## config.mk

```make
export PLATFORM = sky130hd
export DESIGN_NAME = sc_scbc_axi_regif
export DESIGN_NICKNAME = d
export VERILOG_FILES = /design/src/rtl/sc_scbc_reg_pkg.sv /design/src/rtl/sc_scbc_axi_regif.sv
export SDC_FILE = /design/constraint.sdc
export NUM_CORES = 1
export LEC_CHECK = 0
export CAP_MARGIN = 10
export CORE_MARGIN = 8
export CORE_UTILIZATION = 40
export DETAILED_ROUTE_END_ITERATION = 7
export GPL_ROUTABILITY_DRIVEN = 0
export GPL_TIMING_DRIVEN = 1
export PLACE_DENSITY_LB_ADDON = 0.1
export RECOVER_POWER = 50
export SLEW_MARGIN = 20
export SYNTH_ARGS = -nofsm -noshare
export SYNTH_HDL_FRONTEND = slang
export SYNTH_SLANG_ARGS = --single-unit
```

## constraint.sdc

```tcl
create_clock -name SYSCLK -period 2.55 [get_ports SYSCLK]
set_clock_uncertainty 0.15 [all_clocks]
set_input_delay 0.6375 -clock SYSCLK [delete_from_list [all_inputs] [get_ports SYSCLK]]
set_output_delay 0.6375 -clock SYSCLK [all_outputs]
set_load 0.03 [all_outputs]
```

## src/rtl/sc_scbc_reg_pkg.sv

```systemverilog
// -----------------------------------------------------------------------------
// sc_scbc_reg_pkg
// Shared types and constants for the AXI4-Lite to register-bus bridge.
//   w_state_e   : write-channel FSM states
//   r_state_e   : read-channel FSM states
//   RESP_OKAY   : AXI OKAY response code
//   RESP_SLVERR : AXI SLVERR response code
// -----------------------------------------------------------------------------
package sc_scbc_reg_pkg;

   typedef enum logic [1:0] {
      W_IDLE = 2'd0,
      W_REG  = 2'd1,
      W_RESP = 2'd2
   } w_state_e;

   typedef enum logic [1:0] {
      R_IDLE = 2'd0,
      R_REG  = 2'd1,
      R_WAIT = 2'd2,
      R_RESP = 2'd3
   } r_state_e;

   localparam logic [1:0] RESP_OKAY   = 2'b00;
   localparam logic [1:0] RESP_SLVERR = 2'b10;

endpackage : sc_scbc_reg_pkg

```

## src/rtl/sc_scbc_axi_regif.sv

```systemverilog
// -----------------------------------------------------------------------------
// sc_scbc_axi_regif
// AXI4-Lite slave that forwards single transfers onto a simple synchronous
// register bus. One write and one read may be in flight at the same time;
// the two channels are independent FSMs.
//
// Ports
//   SYSCLK, SYSRSTB          : clock (rising edge), async active-low reset
//   S_AW*, S_W*, S_B*        : AXI4-Lite write address / data / response
//   S_AR*, S_R*              : AXI4-Lite read address / data
//   REG_WADR/WDAT/WENB       : register-bus write request (byte enables)
//   REG_WWAT, REG_WERR       : write wait-state and error from the slave
//   REG_RADR/RENB            : register-bus read request (one-cycle strobe)
//   REG_RDAT/RWAT/RERR       : read data, wait-state and error from the slave
//   o_dbg_wstate/o_dbg_rstate: current FSM states, for observation only
//
// Handshakes: every AXI channel transfers on a rising edge where VALID and
// READY are both high. A VALID, once raised by this block, stays high with
// stable payload until its READY is seen. All READY/VALID outputs here are
// registered.
// -----------------------------------------------------------------------------
module sc_scbc_axi_regif
   import sc_scbc_reg_pkg::*;
#(
   parameter int ADDR_WIDTH = 32
) (
   input  logic                  SYSCLK,
   input  logic                  SYSRSTB,
   // AXI write address
   input  logic [ADDR_WIDTH-1:0] S_AWADDR,
   input  logic                  S_AWVALID,
   output logic                  S_AWREADY,
   // AXI write data
   input  logic [31:0]           S_WDATA,
   input  logic [3:0]            S_WSTRB,
   input  logic                  S_WVALID,
   output logic                  S_WREADY,
   // AXI write response
   output logic [1:0]            S_BRESP,
   output logic                  S_BVALID,
   input  logic                  S_BREADY,
   // AXI read
   input  logic [ADDR_WIDTH-1:0] S_ARADDR,
   input  logic                  S_ARVALID,
   output logic                  S_ARREADY,
   output logic [31:0]           S_RDATA,
   output logic [1:0]            S_RRESP,
   output logic                  S_RVALID,
   input  logic                  S_RREADY,
   // register-bus write
   output logic [ADDR_WIDTH-1:0] REG_WADR,
   output logic [31:0]           REG_WDAT,
   output logic [3:0]            REG_WENB,
   input  logic                  REG_WWAT,
   input  logic                  REG_WERR,
   // register-bus read
   output logic [ADDR_WIDTH-1:0] REG_RADR,
   output logic                  REG_RENB,
   input  logic [31:0]           REG_RDAT,
   input  logic                  REG_RWAT,
   input  logic                  REG_RERR,
   // state observation
   output w_state_e              o_dbg_wstate,
   output r_state_e              o_dbg_rstate
);

   // ---------------------------------------------------------------- write --
   w_state_e              r_wstate;
   logic                  r_awready;
   logic                  r_wready;
   logic                  r_aw_got;
   logic                  r_w_got;
   logic [ADDR_WIDTH-1:0] r_wadr;
   logic [31:0]           r_wdat;
   logic [3:0]            r_wstrb;
   logic [3:0]            r_wenb;
   logic                  r_bvalid;
   logic [1:0]            r_bresp;

   logic                  w_aw_hs;
   logic                  w_w_hs;
   logic                  w_both;
   logic [3:0]            w_strb_sel;

   assign w_aw_hs    = S_AWVALID & r_awready;
   assign w_w_hs     = S_WVALID & r_wready;
   // Both halves are present once each has either been captured earlier or
   // is being captured on this edge; AW and W may arrive in any order.
   assign w_both     = (r_aw_got | w_aw_hs) & (r_w_got | w_w_hs);
   assign w_strb_sel = w_w_hs ? S_WSTRB : r_wstrb;

   always_ff @(posedge SYSCLK or negedge SYSRSTB) begin
      if (!SYSRSTB) begin
         r_wstate  <= W_IDLE;
         r_awready <= 1'b0;
         r_wready  <= 1'b0;
         r_aw_got  <= 1'b0;
         r_w_got   <= 1'b0;
         r_wadr    <= '0;
         r_wdat    <= '0;
         r_wstrb   <= '0;
         r_wenb    <= '0;
         r_bvalid  <= 1'b0;
         r_bresp   <= RESP_OKAY;
      end else begin
         case (r_wstate)
            W_IDLE: begin
               if (w_aw_hs) begin
                  r_wadr   <= S_AWADDR;
                  r_aw_got <= 1'b1;
               end
               if (w_w_hs) begin
                  r_wdat   <= S_WDATA;
                  r_wstrb  <= S_WSTRB;
                  r_w_got  <= 1'b1;
               end
               if (w_both) begin
                  r_aw_got  <= 1'b0;
                  r_w_got   <= 1'b0;
                  r_awready <= 1'b0;
                  r_wready  <= 1'b0;
                  // An all-zero strobe touches no byte: answer at once.
                  if (w_strb_sel == 4'h0) begin
                     r_bresp  <= RESP_OKAY;
                     r_bvalid <= 1'b1;
                     r_wstate <= W_RESP;
                  end else begin
                     r_wenb   <= w_strb_sel;
                     r_wstate <= W_REG;
                  end
               end else begin
                  // Each ready drops after its own capture; this also raises
                  // both readies on the first edge after reset.
                  r_awready <= ~(r_aw_got | w_aw_hs);
                  r_wready  <= ~(r_w_got | w_w_hs);
               end
            end
            W_REG: begin
               if (!REG_WWAT) begin
                  r_wenb   <= 4'h0;
                  r_bresp  <= REG_WERR ? RESP_SLVERR : RESP_OKAY;
                  r_bvalid <= 1'b1;
                  r_wstate <= W_RESP;
               end
            end
            W_RESP: begin
               if (S_BREADY) begin
                  r_bvalid  <= 1'b0;
                  r_awready <= 1'b1;
                  r_wready  <= 1'b1;
                  r_wstate  <= W_IDLE;
               end
            end
            default: r_wstate <= W_IDLE;
         endcase
      end
   end

   // ----------------------------------------------------------------- read --
   r_state_e              r_rstate;
   logic                  r_arready;
   logic [ADDR_WIDTH-1:0] r_radr;
   logic                  r_renb;
   logic [31:0]           r_rdata;
   logic [1:0]            r_rresp;
   logic                  r_rvalid;

   always_ff @(posedge SYSCLK or negedge SYSRSTB) begin
      if (!SYSRSTB) begin
         r_rstate  <= R_IDLE;
         r_arready <= 1'b0;
         r_radr    <= '0;
         r_renb    <= 1'b0;
         r_rdata   <= '0;
         r_rresp   <= RESP_OKAY;
         r_rvalid  <= 1'b0;
      end else begin
         case (r_rstate)
            R_IDLE: begin
               if (S_ARVALID && r_arready) begin
                  r_radr    <= S_ARADDR;
                  r_arready <= 1'b0;
                  r_renb    <= 1'b1;
                  r_rstate  <= R_REG;
               end else begin
                  r_arready <= 1'b1;
               end
            end
            R_REG: begin
               // Strobe lasts exactly this one cycle.
               r_renb   <= 1'b0;
               r_rstate <= R_WAIT;
            end
            R_WAIT: begin
               if (!REG_RWAT) begin
                  r_rdata  <= REG_RDAT;
                  r_rresp  <= REG_RERR ? RESP_SLVERR : RESP_OKAY;
                  r_rvalid <= 1'b1;
                  r_rstate <= R_RESP;
               end
            end
            R_RESP: begin
               if (S_RREADY) begin
                  r_rvalid  <= 1'b0;
                  r_arready <= 1'b1;
                  r_rstate  <= R_IDLE;
               end
            end
            default: r_rstate <= R_IDLE;
         endcase
      end
   end

   // -------------------------------------------------------------- outputs --
   assign S_AWREADY    = r_awready;
   assign S_WREADY     = r_wready;
   assign S_BVALID     = r_bvalid;
   assign S_BRESP      = r_bresp;
   assign REG_WADR     = r_wadr;
   assign REG_WDAT     = r_wdat;
   assign REG_WENB     = r_wenb;

   assign S_ARREADY    = r_arready;
   assign S_RVALID     = r_rvalid;
   assign S_RDATA      = r_rdata;
   assign S_RRESP      = r_rresp;
   assign REG_RADR     = r_radr;
   assign REG_RENB     = r_renb;

   assign o_dbg_wstate = r_wstate;
   assign o_dbg_rstate = r_rstate;

endmodule : sc_scbc_axi_regif

```

After elaboration in Yosys (flattened, before gate mapping)
Index checks and enable logic that the tools add are counted.
{"block": "word_totals", "reg_bits": 152, "elab_cells": 108}
{"block": "op_classes", "n_eq_ne": 13, "mux": 42, "bitwise_logic": 8, "reduce_logical": 27}
{"op": "two-way mux 2 bit", "n": 12}
{"op": "AND reduction 2 bit", "n": 9}
{"op": "two-way mux 1 bit", "n": 16}
{"op": "two-way mux 4 bit", "n": 4}
{"op": "!= test 2 bit (second input constant)", "n": 8}
{"op": "nonzero test 2 bit", "n": 7}
{"op": "one-hot mux 1 bit (2 select lines)", "n": 5}
{"op": "AND reduction 3 bit", "n": 3}
{"op": "one-hot mux 2 bit (4 select lines)", "n": 1}
{"op": "one-hot mux 4 bit (2 select lines)", "n": 1}
{"op": "AND reduction 4 bit", "n": 2}
{"op": "equality test 2 bit (second input constant)", "n": 3}
{"op": "one-hot mux 2 bit (3 select lines)", "n": 1}
{"op": "AND reduction 5 bit", "n": 1}
{"op": "equality test 2 x 1 -> 1 bit (second input constant)", "n": 2}
{"op": "zero test 2 bit", "n": 2}
{"op": "zero test 4 bit", "n": 1}
{"op": "one-hot mux 2 bit (2 select lines)", "n": 1}
{"op": "AND 1 bit", "n": 3}
{"op": "inverter 1 bit", "n": 3}
{"op": "one-hot mux 1 bit (3 select lines)", "n": 1}
{"op": "nonzero test 3 bit", "n": 1}
{"op": "OR 1 bit", "n": 2}
{"op": "logical AND 1 bit", "n": 1}

Depth between registers and ports, before layout
Gate-level depths: netlist of run 1.
{"block": "depth", "word_depth": 6, "depth_mapped": 6}

Worst setup path before layout of run 1
No wires, ideal clock.
{"block": "synth_timing", "kind": "reg2reg", "from": "register r_rstate[0] (netlist: o_dbg_rstate[0])", "to": "register r_rdata[10] (netlist: S_RDATA[10])", "setup_time_ns": 0.125, "arrival_ns": 1.714, "t_required_ns": 2.275, "setup_slack_ns": 0.561, "path_stages_with_launch": 7, "cell_sequence": "dfrtp_1 inv_1 ha_1 nor2b_1 clkbuf_1 buf_2 mux2_2"}
{"block": "synth_between", "elab_chain_cells": 2}
{"element": "start: declaration", "line": "sc_scbc_axi_regif.sv:160", "text": "r_state_e r_rstate;"}
{"element": "start signal: assignment", "line": "sc_scbc_axi_regif.sv:170", "text": "r_rstate <= R_IDLE;"}
{"element": "start signal: assignment", "line": "sc_scbc_axi_regif.sv:184", "text": "r_rstate <= R_REG;"}
{"element": "start signal: assignment", "line": "sc_scbc_axi_regif.sv:192", "text": "r_rstate <= R_WAIT;"}
{"element": "equality test 2 bit", "line": "sc_scbc_axi_regif.sv:178", "text": "case (r_rstate)"}
{"element": "AND reduction 2 bit (no line)"}
{"element": "end signal: assignment", "line": "sc_scbc_axi_regif.sv:174", "text": "r_rdata <= '0;"}
{"element": "end signal: assignment", "line": "sc_scbc_axi_regif.sv:196", "text": "r_rdata <= REG_RDAT;"}
{"element": "end: declaration", "line": "sc_scbc_axi_regif.sv:164", "text": "logic [31:0] r_rdata;"}
Every way passes these cells.
A chain may end at the register's enable or synchronous reset.

Final worst setup path of run 1
{"block": "layout_timing", "from": "register r_rstate[0] (netlist: o_dbg_rstate[0])", "to": "output port o_dbg_rstate[0]"}
{"element": "end: declaration", "line": "sc_scbc_axi_regif.sv:64", "text": "output r_state_e o_dbg_rstate"}
No word-level cell between the ends.

==> summary by stage, run 1 <==
Route
The initial detailed-routing violation count is 168. For this run, design rule violations remaining after detail routing come to 0. The final wirelength is 17200 microns. Before antenna repair, the detailed router went through 4 iterations.

The average wire per cell in the routed design is 19.6 microns. The remaining number of nets flagged by the antenna check after routing is 0. The detailed router placed 4231 vias in this run. The mean number of vias per cell is 4.81.

Critical path
STA classifies the critical path endpoint as an output port. In this run the worst path has a maximum fanout of 5. The setup check on the worst reg-to-reg path leaves a slack of 230 ps.

The number of buffers and inverters on the critical path is 1. The signal on the critical path passes through clkdlybuf4s50_1. The cell with the largest stage delay on the worst path is sky130_fd_sc_hd__clkdlybuf4s50_1. The length in cells of the worst reg-to-reg path is 5. The destination of the worst register-to-register timing path is S_RDATA[2]. In this design, the stage delay of the slowest critical-path cell is 720 ps. The class of the most critical setup path is reg2out. For the worst setup path, the data required time is 1760 ps. The kind of cell adding the most delay to the critical path is buffers and inverters. The reg-to-reg critical path startpoint is o_dbg_rstate[0]. The signal arrival time at the worst endpoint is 1580 ps. The worst setup path is launched from a flop.

Global routing
The number of antenna violations at the first check in global routing was 1. Entering global routing, the biggest net connects 61 pins. The total overflow left after global routing is 0. After global routing, the most crowded layer is met2. The via count of the first global-routing pass is 4682. For this run, global-route usage on met1 was measured as 19.4%. The global-route total usage across every layer is 18.4%.

Global routing consumed, on the met2 layer, 31.3% of the routing resources. The first-pass GRT wire length is 26100 microns. The routing usage on met3 is 8.15%.

Power and ir drop
The clock share of power is 19.2%. The analysis attributes to cell leakage a power of 3.99 nW. The sequential power share is 29.6%.

The maximum vdd drop is 0.000880 V. The proportion of total power due to net switching is 38.7%. Combinational cells account for 51.2% of the total power. The internal power contribution is 8.79 mW. Power spread over the standard cell area amounts to 1500 nW/um^2. The net switching power is 5.55 mW.

Yosys
The post-synthesis instance area is 5870 sq um. For this run, asynchronously set or reset flops after synthesis account for 100%. The part of the Yosys area used for sequential elements is 64.0%. For this run, the leading register cell type out of synthesis is sky130_fd_sc_hd__dfrtp_1. The parity-gate share of the synthesized area counting xor and xnor cells is 0%.

After synthesis, the share of cell area in mux cells is 26.4%. By area the synthesized netlist is led by sky130_fd_sc_hd__dfrtp_1, sky130_fd_sc_hd__mux2_2, sky130_fd_sc_hd__o21ai_0. Each instance of the synthesized netlist takes up on average 15.4 sq um. The cell type with the largest total area after synthesis is sky130_fd_sc_hd__dfrtp_1. The Yosys warning count is 0.

In the synthesized netlist, the number of instances is 382. The netlist uses 36 different library cells. The number of enable flip-flop cells after synthesis is 0. After Yosys synthesis, full adders, half adders and majority gates account for 0.853% of the synthesized area. Synthesis inferred 150 register bits. The dominant combinational cell family by area after synthesis is multiplexers.

The post-synthesis compound-gate area fraction is 3.09%. The top cell type by area accounts for 64.0% of the synthesized area. The area share of and/or/nand/nor cells after synthesis is 3.47%.

STA
The final max-slew violation count is 0. Summed over all failing endpoints, the final setup total negative slack is 0 ps. In the finished design, the share of the clock period the worst path needs comes to 92.7%. The final hold violation count is 0. Setup repair after global routing left no endpoint under its margin. The headroom to the max-slew limit is 39.7%. For this run, the top clock speed supported by timing is 0.423 GHz. For the finished layout, the period the worst path requires is 2360 ps. The actual transition at the worst max-transition pin is 904 ps. The setup violation total in the final timing report is 0.

Clock network
The total CTS buffers is 17. In this run the deepest clock path goes through 2 buffers. The level count of the clock H-tree is 4. The buffer cell driving the clock tree root is sky130_fd_sc_hd__clkbuf_16. Once the clock tree was built, the resizer swapped 0 gates to a different size. Post-CTS timing repair inserted 0 buffers for setup.

The clock latency on the worst-skew pair is 410 ps. After clock tree synthesis, the clock-pin slew on the worst setup and hold paths is 60 ps. Clock tree synthesis found a total of 150 sinks. The clock tree from TritonCTS is built.

Hold path
The sink of the worst hold path is REG_WDAT[5]. The startpoint identified for the worst hold timing path is REG_WDAT[5]. Along the worst hold path, the cell count comes to 1. The type of the worst min-delay path is reg2reg.

Die
The area of the core is 14400 sq um. After floorplanning, the core was divided into 44 placement rows. The initial core utilization is 40.7%. The die width is 137 microns. The area enclosed by the die boundary is 18800 sq um. From bottom edge to top edge, the die measures 137 microns. The number of primary I/O pins is 289.

Layout
The number of filler instances in the final layout is 1095. Excluding fillers, the count of instances in the completed layout stands at 879. The top cell types in the final layout, fill and taps aside, are sky130_fd_sc_hd__clkdlybuf4s50_1, sky130_fd_sc_hd__dfrtp_1, sky130_fd_sc_hd__mux2_2, sky130_fd_sc_hd__clkbuf_16, sky130_fd_sc_hd__nand2_1. The synthesis-to-layout area growth is 63.4%. The fraction of layout instances using a drive strength above 1 is 25.6%.

The final layout net count is 829. The number of antenna diodes in the final layout is 0. The most frequent standard cell in the layout excluding fill and tap cells is sky130_fd_sc_hd__clkdlybuf4s50_1.

Placed design
The number of placed instances, taps included is 846. The count of buffers added on input and output ports is 286. The half-perimeter wire length of the detailed placement result is 13400 microns.

Job
The count of max-cap constraint violations is 0.

Run status
The flow ran to the end, and the final reports show no timing, DRC or antenna violations.
-- power groups by stage --
| stage | combinational (mW) | sequential, mW | clock [mW] |
|---|---|---|---|
| 6_report | 7.35 | 4.25 | 2.75 |
| 5_1_grt | 7.75 | 4.42 | 2.92 |
| 4_1_cts | 7.54 | 4.27 | 2.82 |
| 3_5_place_dp | 7.50 | 4.29 | 0 |
| 3_3_place_gp | 7.39 | 4.21 | 0 |
| 2_1_floorplan | 1.93 | 6.54 | 0 |
-- per-layer routing --
layer | up-vias | share of wire (%)
li1 | 1965 | -
met1 | 2055 | 36
met2 | 181 | 51
met3 | 28 | 10
met4 | 2 | 2.2
met5 | - | 0.058
-- sequential cells by signal, summed over array words and instances, names as in the netlist --
signal        count
REG_RADR         32
REG_RENB          1
REG_WADR         32
REG_WDAT         32
REG_WENB          4
S_ARREADY         1
S_AWREADY         1
S_BRESP           1
S_BVALID          1
S_RDATA          32
S_RRESP           1
S_RVALID          1
S_WREADY          1
o_dbg_rstate      2
o_dbg_wstate      2
r_aw_got          1
r_w_got           1
r_wstrb           4
-- synth_stat cells (2+ instances only) --
library cell,n
sky130_fd_sc_hd__nor3_1,2
sky130_fd_sc_hd__nor4_1,2
sky130_fd_sc_hd__o21a_1,2
sky130_fd_sc_hd__clkbuf_1,2
sky130_fd_sc_hd__nand2_1,12
sky130_fd_sc_hd__a31oi_1,2
sky130_fd_sc_hd__ha_1,4
sky130_fd_sc_hd__nor2b_1,5
sky130_fd_sc_hd__o21ai_0,11
sky130_fd_sc_hd__mux2_1,2
sky130_fd_sc_hd__nand3_1,2
sky130_fd_sc_hd__mux2_2,131
sky130_fd_sc_hd__inv_1,4
sky130_fd_sc_hd__buf_6,3
sky130_fd_sc_hd__buf_2,7
sky130_fd_sc_hd__nor2_1,6
sky130_fd_sc_hd__buf_4,5
sky130_fd_sc_hd__mux2i_1,5
sky130_fd_sc_hd__dfrtp_1,150
sky130_fd_sc_hd__a21oi_1,6
sky130_fd_sc_hd__o22ai_1,4
-- worst reg2reg max path, stage by stage (launching register included) --
cell and delay, ps:
sky130_fd_sc_hd__dfrtp_1 440, sky130_fd_sc_hd__inv_1 130, sky130_fd_sc_hd__ha_1 240, sky130_fd_sc_hd__nor2b_2 160, sky130_fd_sc_hd__clkbuf_2 640, sky130_fd_sc_hd__mux2_2 440
-- cell families (layout without fill, tap and decap cells) --
family	after synthesis	in the layout
and+or+nand+nor	38	38
muxes	138	138
adders and majority gates	4	4
other	1	2
DFF	150	150
buffers and inverters	21	333
AOI/OAI and AO/OA	30	30
-- what timing repair did --
item,CTS,global route
endpoints found under the hold margin,35,0
setup endpoints to repair,0,0
hold buffers,1,0
-- layout make-up --
| class | count | area (sq um) | area share (%) |
|---|---|---|---|
| sequential | 150 | 3750 | 39.1 |
| timing repair buffer | 297 | 2940 | 30.7 |
| multi-input combinational | 212 | 1990 | 20.8 |
| clock buffer | 20 | 457 | 4.76 |
| tap | 184 | 230 | 2.40 |
| clock inverter | 12 | 200 | 2.09 |
| inverter | 4 | 15.0 | 0.157 |
-- metrics by stage --
stage	area, sq um	hold WS, ps	power, mW	utilization, %	setup WS, ps
CTS	9670	349	14.6	67.0	163
detailed placement	9000	334	11.8	62.4	110
global route	9590	366	15.1	66.5	69.3
floorplan	5870	192	8.47	-	561
finish	9590	340	14.3	66.5	187
global placement	9000	319	11.6	62.4	164
-- worst max-delay path by stage --
stage | from | depth (start not counted) | slack [ps] | to
6_report | o_dbg_rstate[0] | 1 | 190 | o_dbg_rstate[0]
5_1_grt | S_AWVALID | 5 | 70 | REG_WADR[2]
3_5_place_dp | S_WVALID | 5 | 110 | REG_WDAT[16]
2_1_floorplan | o_dbg_rstate[0] | 6 | 560 | S_RDATA[10]
3_3_place_gp | S_WVALID | 5 | 160 | REG_WDAT[16]
4_1_cts | S_WREADY | 1 | 160 | S_WREADY
Note: power is estimated with default switching activity, not from simulation.
==> run 2, diff against run 1 <==
Settings changed: CELL_PAD_IN_SITES_DETAIL_PLACEMENT set to 2, CELL_PAD_IN_SITES_GLOBAL_PLACEMENT set to 2, CORE_UTILIZATION 40 to 26, MAX_ROUTING_LAYER set to met4.
==> run 2 against run 1 <==
Net effect:
- final area grew 1.8%
- largest cell class unchanged
- critical path type unchanged
- global-route usage shrank 2.8 points
- register-to-register slack gained 20 ps
- flip-flop and latch count is the same
- final cell count grew 13%
- maximum frequency shrank 0.66%
- critical path depth is the same
- worst hold slack gained 6.5 ps
==> summary by stage, run 2 (same netlist as run 1, synthesis figures left out) <==
Critical path
The cell with the largest stage delay on the worst path is sky130_fd_sc_hd__clkdlybuf4s50_1. The buffer and inverter count on the worst path came to 1 (unchanged). The worst setup path is captured at an output port. The critical path goes through clkdlybuf4s50_1. The endpoint required time on the critical path is 1760 ps (about the same). On the critical path the largest part of the delay comes from buffers and inverters. The signal arrival time at the worst endpoint is 1590 ps (about the same). The peak fanout along the critical path is 6 (+1). STA classifies the critical path startpoint as a flop. The maximum single-stage delay on the critical path is 740 ps (+20 ps). The setup path with the least slack is of type reg2out.

Clock network
The root buffer cell chosen for the clock tree is sky130_fd_sc_hd__clkbuf_16. TritonCTS built the clock tree. The clock input transition at the sequential cells of the worst setup and hold paths is 60 ps (about the same).

The level count of the clock H-tree is 4 (unchanged). The number of buffers inserted to repair setup after CTS was 0 (unchanged). The cts-stage hold buffer count is 0 (-1). The total CTS buffers came to 17 (unchanged). The post-cts repair resize count is 0 (unchanged).

The buffer depth of the longest clock path is 2 (unchanged). The sink count of the clock tree is 150 (unchanged). The clock latency on the worst-skew pair is 410 ps (about the same).

Global routing
The largest net degree at the start of global routing is 52 (-15%). The first-pass GRT wire length was 32100 microns (+23%). The via count of the first global-routing pass is 5268 (+13%). The global-route total usage across every layer came to 15.6% (-2.8 points).

The remaining global-route overflow is 0 (unchanged). The number of antenna violations at the first check in global routing is 4 (+3).

Route
The average wire per cell in the routed design is 20.9 microns (+6.5%). The final wirelength is 20700 microns (+20%). The post-route DRC violation count was 0 (unchanged). The total iterations of the first detailed-routing run came to 4 (unchanged). The mean number of vias per cell was 4.40 (-8.5%). The via count of the routed design was 4354 (+2.9%). The initial detailed-routing violation count is 89 (-47%). The remaining number of nets flagged by the antenna check after routing is 0 (unchanged).

Die
The area of the core was 22400 sq um (+56%). The initial core utilization is 26.2% (-15 points). The number of primary I/O pins is 289 (unchanged). The die span in y came to 166 microns (+21%). The row count is 55 (+25%). The area enclosed by the die boundary is 27600 sq um (+47%). The die width came to 166 microns (+21%).

STA
The headroom to the max-slew limit is 5.54% (-34 points). The worst hold slack is 347 ps (+6.53 ps). The setup violation total in the final timing report is 0 (unchanged). The final hold violation count came to 0 (unchanged).

Setup repair after global routing left no endpoint under its margin. The final max-slew violation count is 0 (unchanged). The actual transition at the worst max-transition pin is 1420 ps (+513 ps). The post-route fraction of the period consumed by the critical path is 93.3% (+0.62 points). The highest clock frequency the design can meet is 0.420 GHz (-0.66%). The minimum setup slack in the final design is 171 ps (-15.8 ps). The aggregate negative setup slack is 0 ps (unchanged). The final period demand of the worst path is 2380 ps (+15.8 ps).

Power and ir drop
The maximum vdd drop was 0.000495 V (-44%). The power density normalized to cell area came to 1490 nW/um^2 (-0.51%). The standby leakage power is 4.01 nW (+0.51%).

Layout
The library cells used most frequently in the layout, excluding fill and tap cells, are sky130_fd_sc_hd__clkdlybuf4s50_1, sky130_fd_sc_hd__dfrtp_1, sky130_fd_sc_hd__mux2_2, sky130_fd_sc_hd__clkbuf_16, sky130_fd_sc_hd__nand2_1. The cell area after layout is 9760 sq um (+1.8%). The final layout net count is 835 (+0.72%).

The library cell used most frequently in the layout, excluding fill and tap cells, is sky130_fd_sc_hd__clkdlybuf4s50_1. The fraction of layout instances using a drive strength above 1 is 25.1% (-0.47 points). The core occupancy in the finished layout is 43.5% (-23 points).

The number of filler instances in the final layout is 2256 (+110%). The synthesis-to-layout area growth is 66.3%.

Placed design
The number of buffers inserted by port buffering is 286 (unchanged). The instance area after placement is 9190 sq um (+2.1%). The half-perimeter wire length of the detailed placement result came to 16300 microns (+22%). The worst-case setup slack after placement is 146 ps (+35.7 ps).

Hold path
The worst hold path belongs to the class reg2reg.

Run status
The run finished with clean final reports.

Job
The count of max-cap constraint violations is 0 (unchanged).
[run 2: final cells by class]
| class | count | area [sq um] | share of cell area, % |
|---|---|---|---|
| inverter | 4 | 15.0 | 0.154 |
| tap | 285 | 357 | 3.65 |
| timing repair buffer | 303 | 3010 | 30.8 |
| clock inverter | 12 | 200 | 2.05 |
| clock buffer | 19 | 433 | 4.44 |
| sequential | 150 | 3750 | 38.5 |
| multi-input combinational | 212 | 1990 | 20.3 |
| antenna | 4 | 10.0 | 0.103 |
[run 2: report_power, final]
group,internal [mW],switching (mW),leakage (nW)
logic,3.46,4.05,1.92
registers,3.60,0.684,1.78
clock network,1.74,1.00,0.312
[run 2: path summary, 6_finish.rpt]
path	from	endpoint	slack [ps]	cells past startpoint
worst min register to register	REG_WDAT[6]	REG_WDAT[6]	350	1
worst max-delay path	S_ARREADY	S_ARREADY	170	1
worst min-delay path	REG_WDAT[6]	REG_WDAT[6]	350	1
max in group asynchronous	SYSRSTB	REG_RADR[4]	440	2
worst max register to register	o_dbg_rstate[0]	REG_RADR[21]	250	5
min in group asynchronous	SYSRSTB	S_BRESP[1]	380	1
[run 2: layer usage]
layer / vias up / part of all wire, % / track usage, %
li1: 1964 / - / -
met1: 2214 / 37 / 15.5
met2: 158 / 53 / 27.4
met3: 18 / 8.4 / 6.70
met4: 0 / 1.5 / 4.54
met5: - / 0 / -
[run 2: per-stage QoR]
step | total power, mW | std cells
finish | 14.5 | 989
detailed placement | 12.0 | 954
CTS | 14.9 | 985
global placement | 11.8 | 954
global route | 15.3 | 989
floorplan | 8.47 | 383
==> run 3, diff against run 2 <==
==> constraint.sdc (replaced) <==
create_clock -name SYSCLK -period 2.55 [get_ports SYSCLK]
set_clock_uncertainty 0.15 [all_clocks]
set_input_delay 0.255 -clock SYSCLK [delete_from_list [all_inputs] [get_ports SYSCLK]]
set_output_delay 0.255 -clock SYSCLK [all_outputs]
set_load 0.03 [all_outputs]
==> run 3 against run 2 <==
Net effect:
- the run now ends with max-capacitance violations, max-slew violations left
- register-to-register slack improved by 60 ps
- critical path depth unchanged
- first-iteration DRC count increased by 18%
- die area unchanged
- sequential share of layout area decreased by 0.098 points
- combinational power decreased by 2.7%
- non-clock buffer count decreased by 7
- sequential power about the same
- via count decreased by 0.87%
- critical endpoint is now o_dbg_wstate[0]
==> summary by stage, run 3 (same netlist as run 1, synthesis figures left out) <==
Run status
The run finished, with violations left. The final reports fail on max-capacitance violations, max-slew violations.

Power and ir drop
The clock share of power is 20.8% (+1.9 points). The standby leakage power was 4.02 nW (+0.43%). The maximum vdd drop is 0.000489 V (-1.0%).

The internal power contribution is 8.97 mW (+2.0%). The sequential power share is 29.3% (-0.2 points). The combinational share of power is 49.9% (-1.8 points). The proportion of total power due to net switching came to 38.8% (-0.66 points). The total chip power is 14.7 mW (+0.84%).

The power density normalized to cell area is 1500 nW/um^2 (+0.59%). The net switching power is 5.69 mW (-0.85%).

Clock network
The number of buffers inserted to repair setup after CTS is 0 (unchanged). The sink count of the clock tree is 150 (unchanged). The cell sitting at the root of the clock tree is a sky130_fd_sc_hd__clkbuf_16. The post-cts repair resize count came to 0 (unchanged). The clock input transition at the sequential cells of the worst setup and hold paths came to 60 ps (about the same).

The total CTS buffers is 17 (unchanged). The level count of the clock H-tree is 4 (unchanged). The clock tree from TritonCTS is built. The buffer depth of the longest clock path is 2 (unchanged).

The clock latency on the worst-skew pair is 410 ps (about the same).

Global routing
The first-pass GRT wire length is 31800 microns (-0.97%). The remaining global-route overflow is 0 (unchanged). The via count of the first global-routing pass came to 5296 (+0.53%). The largest net degree at the start of global routing came to 69 (+33%). The number of antenna violations at the first check in global routing was 7 (+3). The global-route total usage across every layer was 15.4% (-0.16 points).

STA
The setup violation total in the final timing report is 0 (unchanged). The aggregate negative setup slack is 0 ps (unchanged). The actual transition at the worst max-transition pin is 1790 ps (+375 ps). Setup repair after global routing left no endpoint under its margin. The highest clock frequency the design can meet is 0.437 GHz (+4.0%).

The final period demand of the worst path is 2290 ps (-91.1 ps). The final hold violation count is 0 (unchanged). The post-route fraction of the period consumed by the critical path was 89.7% (-3.6 points). The minimum setup slack in the final design is 262 ps (+91.1 ps). The headroom to the max-slew limit is -19.5% (-25 points). The final max-slew violation count is 68 (+68).

Die
The area of the core was 22400 sq um (unchanged). The number of primary I/O pins is 289 (unchanged). The row count is 55 (unchanged). The area enclosed by the die boundary is 27600 sq um (unchanged). The die width is 166 microns (unchanged).

The initial core utilization is 26.2% (unchanged). The die span in y is 166 microns (unchanged).

Layout
The cell area after layout is 9790 sq um (+0.26%). The synthesis-to-layout area growth is 66.7%. The number of filler instances in the final layout was 2271 (+0.66%). The library cells used most frequently in the layout, excluding fill and tap cells, are sky130_fd_sc_hd__clkdlybuf4s50_1, sky130_fd_sc_hd__dfrtp_1, sky130_fd_sc_hd__mux2_2, sky130_fd_sc_hd__dlygate4sd3_1, sky130_fd_sc_hd__clkbuf_16.

The final layout net count is 828 (-0.84%). The final cell count without fillers came to 984 (-0.51%). The fraction of layout instances using a drive strength above 1 is 24.9% (-0.29 points). Leaving out fill and tap cells, the most frequent cell in the layout is sky130_fd_sc_hd__clkdlybuf4s50_1.

Critical path
The endpoint required time on the critical path is 2140 ps (+380 ps). The cell count along the critical path is 1 (unchanged). The peak fanout along the critical path is 16 (+10). The signal arrival time at the worst endpoint is 1880 ps (+290 ps). The maximum single-stage delay on the critical path is 780 ps (+40 ps). The endpoint type of the worst setup path is an output port. STA classifies the critical path startpoint as a flop. The kind of cell adding the most delay to the critical path is buffers and inverters. Walking the worst path, the cells encountered are clkdlybuf4s50_1. The class of the most critical setup path is reg2out. The buffer and inverter count on the worst path is 1 (unchanged). The length in cells of the worst reg-to-reg path is 3 (-2). The cell with the largest stage delay on the worst path is sky130_fd_sc_hd__clkdlybuf4s50_1.

Placed design
The number of placed instances, taps included is 946 (-0.84%). The number of buffers inserted by port buffering was 286 (unchanged). The half-perimeter wire length of the detailed placement result is 15800 microns (-3.5%). The instance area after placement is 9090 sq um (-1.1%). The worst-case setup slack after placement came to 437 ps (+291 ps).

Route
The via count of the routed design was 4316 (-0.87%). The initial detailed-routing violation count is 105 (+18%). The mean number of vias per cell is 4.39 (-0.37%). The remaining number of nets flagged by the antenna check after routing came to 0 (unchanged). The post-route DRC violation count came to 0 (unchanged). The final wirelength was 20300 microns (-1.6%).

The average wire per cell in the routed design is 20.7 microns (-1.1%). The total iterations of the first detailed-routing run is 4 (unchanged).

Job
The count of max-cap constraint violations is 1 (+1).

Hold path
The cell depth of the worst min-delay path is 2 (+1). The path class of the tightest hold or removal check is in2reg.
-- run 3: through the flow --
stage | utilization (%) | hold slack (ps)
after floorplan | - | -191
after global placement | 40.5 | 162
after detailed placement | 40.5 | 172
after CTS | 43.7 | 272
after global routing | 43.6 | 291
final | 43.6 | 298
-- run 3: path summary, 6_finish.rpt --
path	slack, ps	start	endpoint
max	260	o_dbg_wstate[0]	o_dbg_wstate[0]
min	300	S_WDATA[5]	REG_WDAT[5]
max reg2reg	310	o_dbg_wstate[0]	REG_WADR[20]
min reg2reg	350	REG_WDAT[6]	REG_WDAT[6]
max in group asynchronous	420	SYSRSTB	REG_WDAT[31]
min in group asynchronous	710	SYSRSTB	REG_WADR[10]
-- run 3: metal layers --
layer	routed length [microns]	GRT usage, %
met4	443	6.03
met3	1930	6.87
met5	0	-
met2	10500	26.0
met1	7460	15.5
-- run 3: timing repair --
item | in CTS | in global routing
hold endpoints to repair | 64 | 0
hold buffers | 1 | 0
endpoints found under the setup margin | 0 | 0
-- run 3: power groups by stage --
stage	registers [mW]	logic, mW	clock network (mW)
4_1_cts	4.35	7.56	3.14
3_3_place_gp	4.27	7.39	0
3_5_place_dp	4.37	7.52	0
5_1_grt	4.49	7.74	3.21
2_1_floorplan	6.54	1.93	0
6_report	4.30	7.31	3.04
-- run 3: final cells by class --
class	count	area (sq um)	area share, %
timing repair buffer	296	2950	30.2
inverter	4	15.0	0.153
antenna	7	17.5	0.179
tap	285	357	3.64
clock buffer	18	429	4.39
sequential	150	3750	38.4
multi-input combinational	212	1990	20.3
clock inverter	12	275	2.81
